**config.mk**
```make
export PLATFORM = sky130hd
export DESIGN_NAME = match_event_monitor
export DESIGN_NICKNAME = d
export VERILOG_FILES = /design/src/rtl/match_event_monitor.sv
export SDC_FILE = /design/constraint.sdc
export NUM_CORES = 1
export LEC_CHECK = 0
export CAP_MARGIN = 20
export CORE_MARGIN = 2
export CORE_UTILIZATION = 50
export DETAILED_ROUTE_END_ITERATION = 10
export DONT_BUFFER_PORTS = 1
export SYNTH_ARGS = -nofsm -noshare
export SYNTH_HDL_FRONTEND = slang
export SYNTH_SLANG_ARGS = --single-unit
```
**constraint.sdc**
```tcl
create_clock -name clk -period 2.9 [get_ports clk]
set_input_delay 0.58 -clock clk [delete_from_list [all_inputs] [get_ports clk]]
set_output_delay 0.58 -clock clk [all_outputs]
set_load 0.005 [all_outputs]
```
**src/rtl/match_event_monitor.sv**
```systemverilog
// -----------------------------------------------------------------------------
// match_event_monitor
//
// Consumes the match output (y) of a serial pattern detector. It counts match
// events over the lifetime of the block and within fixed windows of WIN_LEN
// cycles. When a window ends with THRESH or more matches, a sticky alarm is
// raised and held until software acknowledges it.
//
// Parameters
//   CNT_W    width of total_count / win_count (both saturate at all-ones)
//   WIN_LEN  window length in clk cycles (>= 2)
//   THRESH   matches per window that raise the alarm (1 .. 2^CNT_W-1)
//
// Ports
//   clk          in   rising-edge clock
//   rst_n        in   asynchronous active-low reset
//   det_in       in   match indication from the detector, synchronous to clk
//   enable       in   1 = monitor runs, 0 = idle (forces IDLE, clears alarm)
//   clr          in   synchronous clear of total_count (wins over an event)
//   alarm_ack    in   one-cycle acknowledge; releases the alarm in HOLD only
//   event_p      out  registered one-cycle pulse per counted event
//   total_count  out  lifetime event count, saturating
//   win_count    out  events in the current window, saturating
//   alarm        out  sticky threshold alarm
//
// Build option
//   MON_EDGE_DETECT_EN  when defined, only rising edges of det_in are events,
//                       so a level held for N cycles counts once. When
//                       undefined, every cycle with det_in=1 is an event.
// -----------------------------------------------------------------------------
module match_event_monitor #(
  parameter int CNT_W   = 10,
  parameter int WIN_LEN = 64,
  parameter int THRESH  = 4
) (
  input  logic             clk,
  input  logic             rst_n,
  input  logic             det_in,
  input  logic             enable,
  input  logic             clr,
  input  logic             alarm_ack,
  output logic             event_p,
  output logic [CNT_W-1:0] total_count,
  output logic [CNT_W-1:0] win_count,
  output logic             alarm
);

  localparam int               TMR_W     = $clog2(WIN_LEN);
  localparam logic [CNT_W-1:0] CNT_MAX   = '1;
  localparam logic [CNT_W-1:0] THRESH_C  = CNT_W'(THRESH);
  localparam logic [TMR_W-1:0] TMR_LAST  = TMR_W'(WIN_LEN - 1);

  typedef enum logic [1:0] {
    S_IDLE = 2'd0,
    S_RUN  = 2'd1,
    S_HOLD = 2'd2
  } state_t;

  state_t             r_state;
  state_t             w_state_nxt;
  logic [TMR_W-1:0]   r_timer;
  logic [TMR_W-1:0]   w_timer_nxt;
  logic [CNT_W-1:0]   r_win;
  logic [CNT_W-1:0]   w_win_nxt;
  logic [CNT_W-1:0]   w_win_inc;
  logic [CNT_W-1:0]   r_total;
  logic [CNT_W-1:0]   w_total_nxt;
  logic               r_event_p;
  logic               r_alarm;
  logic               w_ev;
  logic               w_active;

  // ---------------------------------------------------------------------------
  // Event qualification
  // ---------------------------------------------------------------------------
`ifdef MON_EDGE_DETECT_EN
  // History of det_in, updated in every state so that a level already high
  // when the monitor is enabled does not look like a fresh edge.
  logic r_det_q;

  always_ff @(posedge clk or negedge rst_n) begin
    if (!rst_n) begin
      r_det_q <= 1'b0;
    end else begin
      r_det_q <= det_in;
    end
  end

  assign w_ev = det_in & ~r_det_q;
`else
  assign w_ev = det_in;
`endif

  assign w_active = (r_state != S_IDLE);

  // Window count including this cycle's event, saturating at all-ones. At the
  // window boundary this is the value compared against THRESH, so an event on
  // the final cycle of the window still counts.
  assign w_win_inc = (r_win == CNT_MAX) ? r_win
                                         : r_win + {{(CNT_W-1){1'b0}}, w_ev};

  // ---------------------------------------------------------------------------
  // Next-state and datapath logic
  // ---------------------------------------------------------------------------
  always_comb begin
    // NOTE: every signal gets a default before the case so that no path
    // leaves it unassigned; otherwise synthesis infers a latch.
    w_state_nxt = r_state;
    w_timer_nxt = r_timer;
    w_win_nxt   = r_win;

    case (r_state)
      S_IDLE: begin
        w_timer_nxt = '0;
        w_win_nxt   = '0;
        if (enable) begin
          w_state_nxt = S_RUN;
        end
      end

      S_RUN: begin
        if (r_timer == TMR_LAST) begin
          w_timer_nxt = '0;
          if (w_win_inc >= THRESH_C) begin
            w_state_nxt = S_HOLD;
            w_win_nxt   = w_win_inc;
          end else begin
            w_win_nxt   = '0;
          end
        end else begin
          w_timer_nxt = r_timer + 1'b1;
          w_win_nxt   = w_win_inc;
        end
      end

      S_HOLD: begin
        // Timer and window count stay frozen until acknowledged.
        if (alarm_ack) begin
          w_state_nxt = S_RUN;
          w_timer_nxt = '0;
          w_win_nxt   = '0;
        end
      end

      default: begin
        w_state_nxt = S_IDLE;
        w_timer_nxt = '0;
        w_win_nxt   = '0;
      end
    endcase

    // Dropping enable returns to IDLE from any state and overrides alarm_ack.
    if (!enable) begin
      w_state_nxt = S_IDLE;
      w_timer_nxt = '0;
      w_win_nxt   = '0;
    end
  end

  always_comb begin
    w_total_nxt = r_total;
    if (clr) begin
      w_total_nxt = '0;
    end else if (w_active && w_ev && (r_total != CNT_MAX)) begin
      w_total_nxt = r_total + 1'b1;
    end
  end

  // ---------------------------------------------------------------------------
  // State register
  // ---------------------------------------------------------------------------
  always_ff @(posedge clk or negedge rst_n) begin
    if (!rst_n) begin
      r_state   <= S_IDLE;
      r_timer   <= '0;
      r_win     <= '0;
      r_total   <= '0;
      r_event_p <= 1'b0;
      r_alarm   <= 1'b0;
    end else begin
      // NOTE: non-blocking assignments here so every register samples the
      // values from before this edge, independent of statement order.
      r_state   <= w_state_nxt;
      r_timer   <= w_timer_nxt;
      r_win     <= w_win_nxt;
      r_total   <= w_total_nxt;
      r_event_p <= w_ev & w_active;
      r_alarm   <= (w_state_nxt == S_HOLD);
    end
  end

  assign event_p     = r_event_p;
  assign total_count = r_total;
  assign win_count   = r_win;
  assign alarm       = r_alarm;

endmodule

```
Yosys cells after proc, flatten, opt, wreduce, memory -nomap -nowiden
Cells that the tools add are included.

Register bits: 30. Bits of input ports: 6. Output and inout port bits: 22. Word-level logic and storage cells: 40.

$add $sub $neg: 3. $lt $le $gt $ge: 1. Eq/ne operators: 7. Mux-type cells: 17. Bitwise gates (word level): 1. Reductions and logical operators: 5.

Operators with widths (number): 10-bit two-way mux (7); 10-bit one-hot mux with 2 select lines (1); 6-bit two-way mux (3); 6-bit one-hot mux with 2 select lines (1); 10-bit by 1-bit adder with 10-bit output (1); 10-bit by 1-bit adder with 10-bit output (second input constant) (1); 10-bit == test (second input constant) (1); 10-bit by 3-bit >= comparator with 1-bit output (second input constant) (1); 10-bit inequality test (second input constant) (1); 2-bit two-way mux (4); 6-bit by 1-bit adder with 6-bit output (second input constant) (1); 6-bit == test (second input constant) (1); 2-bit one-hot mux with 3 select lines (1); 2-bit == test (second input constant) (2); 2-bit nonzero test (2); 3-bit inequality test (second input constant) (1); 2-bit by 1-bit == test with 1-bit output (second input constant) (1); 1-bit logical AND (2); 2-bit zero test (1); 1-bit bitwise AND (1).

Logic depth before layout (Yosys ltp)
Gate-level depths: netlist of run 1.

Depth in word-level cells: 8. Depth in mapped cells: 8. Depth with buffers taken out: 7.

Least setup slack after synthesis of run 1
OpenSTA, ideal clock, no wires.

Path type: in2reg. Start: in det_in. End: reg r_state[0]. Library setup time: 0.126 ns. Arrival: 2.128 ns. Data required time: 2.774 ns. Path slack: 0.646 ns. Stages on the path: 8. Path buffers: 1. Cells stage by stage: ha_1 -> ha_1 -> and4_2 -> buf_6 -> xnor2_1 -> a31oi_1 -> nor2b_1 -> a221o_1.

Word-level cells in the longest chain between the ends: 7.

RTL lines: from (decl) (line 38) `input logic det_in,`; 10-bit by 1-bit adder with 10-bit output (line 100) `: r_win + {{(CNT_W-1){1'b0}}, w_ev};`; 10-bit two-way mux (line 99) `assign w_win_inc = (r_win == CNT_MAX) ? r_win`; 10-bit by 3-bit >= comparator with 1-bit output (line 124) `if (w_win_inc >= THRESH_C) begin`; 2-bit two-way mux (line 124); 2-bit two-way mux (line 122) `if (r_timer == TMR_LAST) begin`; 2-bit one-hot mux with 3 select lines (line 112) `case (r_state)`; 2-bit two-way mux (line 153) `if (!enable) begin`; via w_state_nxt[0] (line 60) `state_t w_state_nxt;`; to (signal assigned) (line 183) `r_state <= w_state_nxt;`; to (decl) (line 59) `state_t r_state;`.

The timed path passes the listed nets, and every way through them passes these cells. A chain may end at the register's enable or synchronous reset.

Worst setup path after layout of run 1
Start: reg r_win[0] (netlist: win_count[0]). End: reg r_state[0].

Word-level cells in the longest chain between the ends: 7. Elaborated cells on any way between the ends: 8. Classes of those cells: add/sub: 1; order compare: 1; eq/ne: 1; mux: 5.

RTL lines: from (decl) (line 63) `logic [CNT_W-1:0] r_win;`; from (signal assigned) (line 185) `r_win <= w_win_nxt;`; 10-bit by 1-bit adder with 10-bit output or 10-bit == test (tied branches) (line 100, 99); 10-bit two-way mux (*) (line 99); 10-bit by 3-bit >= comparator with 1-bit output (*) (line 124); 2-bit two-way mux (*) (line 124); 2-bit two-way mux (*) (line 122); 2-bit one-hot mux with 3 select lines (*) (line 112); 2-bit two-way mux (*) (line 153); via w_state_nxt[0] (line 60).

The timed path passes the listed nets; every way through them passes the cells marked *.

==> results of run 1 <==
## report_power, final
part / switching [mW] / internal (mW) / leakage [nW] / total (mW)
Sequential: 0.0125 / 0.427 / 0.410 / 0.439
Combinational: 0.0322 / 0.0226 / 0.307 / 0.0547
Clock: 0.147 / 0.117 / 0.0353 / 0.265
Total: 0.192 / 0.567 / 0.752 / 0.759
## per-layer routing
metal | part of all wire | GRT usage
met5 | 0 | 0
met4 | 0.020 | 0.0972
met3 | 0.064 | 0.0775
met2 | 0.47 | 0.319
met1 | 0.45 | 0.275
## worst max path at each step
| stage | start | endpoint | slack [ns] | depth (start not counted) |
|---|---|---|---|---|
| finish | win_count[0] | r_state[0] | 0.52 | 6 |
| global route | win_count[0] | alarm | 0.37 | 7 |
| CTS | win_count[0] | r_state[0] | 0.54 | 6 |
| detailed placement | det_in | r_state[0] | 0.53 | 7 |
| global placement | det_in | r_state[0] | 0.58 | 7 |
| floorplan | det_in | r_state[0] | 0.65 | 8 |
## registers in the layout, summed over array words and instances, names as in the netlist
| name | flops |
|---|---|
| r_state | 2 |
| total_count | 10 |
| alarm | 1 |
| event_p | 1 |
| r_timer | 6 |
| win_count | 10 |
## critical path: cells and delay by family (launching register included)
kind                     cells  cell delay [ns]
AO/OA/AOI/OAI                3             0.91
adder cells (fa/ha/maj)      2             0.56
AND/OR/NAND/NOR              1             0.34
flip-flops                   1             0.52
## cell type report
class | count | share of cell area
clock buffer | 7 | 0.0304
clock inverter | 1 | 0.00276
inverter | 2 | 0.00414
multi-input combinational | 139 | 0.506
sequential | 30 | 0.414
tap | 46 | 0.0317
timing repair buffer | 1 | 0.0110
## what timing repair did
item                       in CTS  in global routing
hold endpoints to repair       30                  0
hold buffers                    1                  0
setup endpoints to repair       0                  0
setup buffers                   0                  0
## placed cells by master (no fill, tap or decap), drive strengths merged, types with 2 or more instances in the layout
| cell | netlist | routed |
|---|---|---|
| inv | 2 | 2 |
| mux2 | 2 | 2 |
| xor2 | 6 | 6 |
| nor2 | 20 | 20 |
| o21a | 2 | 2 |
| or3 | 3 | 3 |
| a2bb2oi | 2 | 2 |
| a22o | 3 | 3 |
| nand4 | 7 | 7 |
| nand2 | 14 | 14 |
| and2 | 3 | 3 |
| a31oi | 6 | 6 |
| and3 | 6 | 6 |
| o31ai | 4 | 4 |
| ha | 4 | 4 |
| xnor2 | 4 | 4 |
| and2b | 2 | 2 |
| clkbuf | 5 | 7 |
| nor3 | 4 | 4 |
| nand3 | 9 | 9 |
| a21oi | 9 | 9 |
| o21ai | 11 | 11 |
| dfrtp | 30 | 30 |
| and4 | 2 | 2 |
| a211oi | 2 | 2 |
## logic make-up after synthesis
kind of cell / share of synthesized area
compound gates: 0.202
xor+xnor: 0.0503
fa+ha+maj: 0.0288
buf+inv: 0.0417
flops: 0.431
mux: 0.0187
simple gates: 0.227
## per-stage QoR
step                      total power, mW  instances   util  area, um^2
after floorplan                     0.484        181      -        1740
after detailed placement            0.492        217  0.519        1730
after global routing                0.800        226  0.543        1810
final                               0.759        226  0.543        1810
after global placement              0.491        217  0.519        1730
after CTS                           0.766        226  0.543        1810
==> impl_metrics.env, run 1 <==
export IMPL_netlist_area_leader_share=0.431
export IMPL_vias_per_cell=6.18
export IMPL_fin_tns_setup_ns=0
export IMPL_die_h_um=63
export IMPL_min_period_ns=2.38
export IMPL_ir_drop_v=0.000270
export IMPL_synth_edff_count=0
export IMPL_clk_pin_slew_worst_paths_ns=0.10
export IMPL_cts_path_max_buffers=2
export IMPL_syn_to_final_growth_pct=4.17
export IMPL_dr_pass1_iters=4
export IMPL_finalCritPeriodShare=0.821
export IMPL_port_buffers=0
export IMPL_cts_buffers=5
export IMPL_core_area_um2=3340
export IMPL_die_area_um2=3970
export IMPL_reg2reg_setup_slack_ns=0.52
export IMPL_totalWireLength_um=3750
export IMPL_worstHoldPathType="in -> async"
export IMPL_globalRouteOverflowTotal=0
export IMPL_seqCellArea_um2=751
export IMPL_worst_hold_slack_ns=0.0460
export IMPL_worst_slack_ns=0.518
export IMPL_setup_violations=0
export IMPL_slowest_delay_ns=0.52
export IMPL_avgSynthCellArea_um2=9.62
export IMPL_num_io_pins=28
export IMPL_ant_nets=0
export IMPL_grt_max_degree=31
export IMPL_yosysMostFrequentCell="dfrtp_1"
export IMPL_rows=21
export IMPL_syn_nets=191
export IMPL_pre_cts_ws_ns=0.534
export IMPL_ff2ff_path_depth=6
export IMPL_grt_util_all_layers=0.213
export IMPL_start_util=0.522
export IMPL_htreeDepth=2
export IMPL_synth_cells=181
export IMPL_grt_pass1_vias=1397
export IMPL_synth_top_cell_by_area="dfrtp_1"
export IMPL_drv_cap=0
export IMPL_hpwlAfterDp_um=2600
export IMPL_drc_errors=0
export IMPL_power_density_nw_per_um2=419
export IMPL_synth_area_leaders="dfrtp_1 43%, nor2_1 4.3%, o21ai_0 3.2%"
export IMPL_r2r_start="win_count[0]"
export IMPL_cellLeakagePower_nw=0.752
export IMPL_multi_input_area_um2=917
export IMPL_status="completed"
export IMPL_cts_resized=0
export IMPL_antenna_found_initial=0
export IMPL_synth_common_cells="30 x dfrtp_1, 20 x nor2_1, 14 x nand2_1, 11 x o21ai_0, 9 x a21oi_1"
export IMPL_cp_start_kind="flip-flop"
export IMPL_gp_congestion=0.853
export IMPL_hold_violations=0
export IMPL_clk_latency_ns=0.34
export IMPL_drive_above_1_share=0.106
export IMPL_fillers=317
export IMPL_end_kind="flip-flop"
export IMPL_crit_path_frequent_cell="ha_1"
export IMPL_rsz0062_at_grt="false"
export IMPL_skew_ns=0.00644
export IMPL_yosys_warnings=0
export IMPL_path_cells="ha_1, ha_1, and4_2, o2111ai_1, a2111oi_4, a221o_1"
export IMPL_worstSetupPathType="reg -> reg"
export IMPL_ys_seq_area_frac=0.431
export IMPL_crit_required_ns=3.18
export IMPL_cp_arrival_ns=2.66
export IMPL_worst_slew_pin_slew_ns=0.701
export IMPL_cpMaxStageDelayCell="dfrtp_1"
export IMPL_cts_root_buffer="clkbuf_4"
export IMPL_final_nets=189
export IMPL_ys_async_sr_fraction=1.00
export IMPL_ys_ff_latch=30
export IMPL_synth_flop_cell="dfrtp_1"
export IMPL_antenna_cells=0
export IMPL_cts_tree="yes"
export IMPL_drt_initial_drc_count=102
export IMPL_grt_first_pass_wirelength_um=6610
export IMPL_routedWlPerCell_um=16.6
export IMPL_relSlewSlack=0.533
export IMPL_reg2reg_to="r_state[0]"
export IMPL_slew_violations=0
export IMPL_die_w_um=63
export IMPL_crit_fanout=8
export IMPL_synth_cell_types=49
export IMPL_via_count=1396
export IMPL_fmax_mhz=420
export IMPL_clock_sinks=30
export IMPL_syn_area_um2=1740
Note: power is estimated with default switching activity, not from simulation.
==> run 2: changes to the inputs <==
==> constraint.sdc (replaced) <==
create_clock -name clk -period 2.2 [get_ports clk]
set_input_delay 0.44 -clock clk [delete_from_list [all_inputs] [get_ports clk]]
set_output_delay 0.44 -clock clk [all_outputs]
set_load 0.005 [all_outputs]
==> run 2 against run 1 <==
  * Critical path depth did not move
  * Critical endpoint is now alarm
  * Total power up 47%
  * Non-clock buffer count grew 12
  * Clock skew shrank 0.00096 ns
  * Largest power group unchanged
  * Largest cell class unchanged
  * Critical path type unchanged
  * Sequential power is 31% higher
  * Combinational power is 52% higher
==> impl_metrics.env, run 2 (synthesis gave the netlist of run 1 again) <==
export IMPL_status="completed"
export IMPL_grt_util_all_layers=0.222
export IMPL_drc_errors=0
export IMPL_reg2reg_setup_slack_ns=0.11
export IMPL_routedWlPerCell_um=16.3
export IMPL_cp_arrival_ns=2.29
export IMPL_ant_nets=0
export IMPL_num_io_pins=28
export IMPL_antenna_cells=0
export IMPL_clk_latency_ns=0.33
export IMPL_crit_required_ns=2.40
export IMPL_setup_violations=0
export IMPL_finalPower_mw=1.11
export IMPL_antenna_found_initial=0
export IMPL_ir_drop_v=0.000291
export IMPL_vias_per_cell=6.03
export IMPL_rows=21
export IMPL_dr_pass1_iters=4
export IMPL_hpwlAfterDp_um=2780
export IMPL_final_common_cell="dfrtp_1"
export IMPL_final_cell_mix="30 x dfrtp_1, 20 x nor2_1, 14 x nand2_1"
export IMPL_slew_violations=0
export IMPL_gp_congestion=0.870
export IMPL_die_w_um=63
export IMPL_globalRouteOverflowTotal=0
export IMPL_place_inst=228
export IMPL_skew_ns=0.00547
export IMPL_min_period_ns=2.09
export IMPL_worstHoldPathType="in -> reg"
export IMPL_fmax_mhz=478
export IMPL_worstSetupPathType="reg -> reg"
export IMPL_cts_tree="yes"
export IMPL_finalCritPeriodShare=0.951
export IMPL_drv_cap=0
export IMPL_fillers=316
export IMPL_cellLeakagePower_nw=0.823
export IMPL_worst_slew_pin_slew_ns=0.525
export IMPL_relSlewSlack=0.650
export IMPL_die_area_um2=3970
export IMPL_die_h_um=63
export IMPL_final_nets=201
export IMPL_grt_pass1_vias=1461
export IMPL_start_util=0.522
export IMPL_drt_initial_drc_count=147
export IMPL_port_buffers=0
export IMPL_clk_pin_slew_worst_paths_ns=0.10
export IMPL_crit_fanout=5
export IMPL_cts_buffers=5
export IMPL_htreeDepth=2
export IMPL_grt_max_degree=31
export IMPL_layout_cells_non_filler=237
export IMPL_cp_start_kind="flip-flop"
export IMPL_core_area_um2=3340
export IMPL_cts_path_max_buffers=2
export IMPL_clock_sinks=30
export IMPL_cts_root_buffer="clkbuf_4"
export IMPL_totalWireLength_um=3870
export IMPL_via_count=1428
export IMPL_drive_above_1_share=0.173
export IMPL_grt_first_pass_wirelength_um=6920
export IMPL_end_kind="flip-flop"
export IMPL_power_density_nw_per_um2=574
export IMPL_syn_to_final_growth_pct=11.5
export IMPL_hold_violations=0
==> run 2: changes by cell type in the layout (fill, tap and decap cells not counted) <==
cell and change:
ha_1 -1, clkinv_2 -1, buf_4 +11, dlygate4sd3_1 +1
nor3_2 +1, o2111ai_1 -1, nor3_1 -1, ha_2 +1
o2111ai_2 +1, clkbuf_1 -1, bufinv_16 +1
==> run 2: power by group <==
| group | switching [mW] | internal [mW] | leakage (nW) |
|---|---|---|---|
| sequential | 0.0123 | 0.563 | 0.410 |
| combinational | 0.0487 | 0.0343 | 0.369 |
| clock | 0.190 | 0.264 | 0.0443 |
==> run 2: area by class of cell <==
cell class | count | area [um^2] | area share
Sequential cell | 30 | 751 | 0.387
Timing Repair Buffer | 13 | 113 | 0.0580
Clock buffer | 6 | 51.3 | 0.0264
Tap cell | 46 | 57.6 | 0.0297
Clock inverter | 1 | 30.0 | 0.0155
Inverter | 2 | 7.51 | 0.00387
Multi-Input combinational cell | 139 | 931 | 0.480
==> run 2: critical path, cell delays in order (launching register included) <==
cell and delay [ns]:
dfrtp_1 0.36, ha_1 0.20, ha_2 0.23, and4_2 0.31, o2111ai_2 0.18, a2111oi_4 0.54, o31ai_1 0.15
==> run 2: final timing paths <==
| path | start | depth (start not counted) | to |
|---|---|---|---|
| max in group asynchronous | rst_n | 2 | r_timer[3] |
| max | win_count[0] | 6 | alarm |
| max reg2reg | win_count[0] | 6 | alarm |
| min | clr | 1 | total_count[7] |
| min reg2reg | r_timer[5] | 1 | r_timer[5] |
| min in group asynchronous | rst_n | 2 | total_count[6] |
==> run 2: stage by stage <==
step	util	area, um^2	hold slack, ns	worst slack [ns]	TNS, ns
6_report	0.582	1940	0.154	0.107	0
5_1_grt	0.582	1940	0.124	-0.0122	-0.0122
4_1_cts	0.577	1930	0.140	0.102	0
3_5_place_dp	0.544	1820	0.145	0.0218	0
3_3_place_gp	0.544	1820	0.145	0.111	0
2_1_floorplan	-	1740	0.144	0.0820	0
==> run 2: routing by layer <==
| metal | part of all wire | track usage | vias to the layer above |
|---|---|---|---|
| li1 | - | - | 686 |
| met1 | 0.44 | 0.277 | 689 |
| met2 | 0.47 | 0.354 | 49 |
| met3 | 0.081 | 0.0883 | 4 |
| met4 | 0.0088 | 0.0667 | 0 |
| met5 | 0 | 0 | - |
==> run 2: what timing repair did <==
item | 4_1_cts | 5_1_grt
resized for setup | 0 | 3
hold endpoints to repair | 30 | 0
buffers inserted | 0 | 0
setup endpoints to repair | 0 | 5
hold buffers | 2 | 0
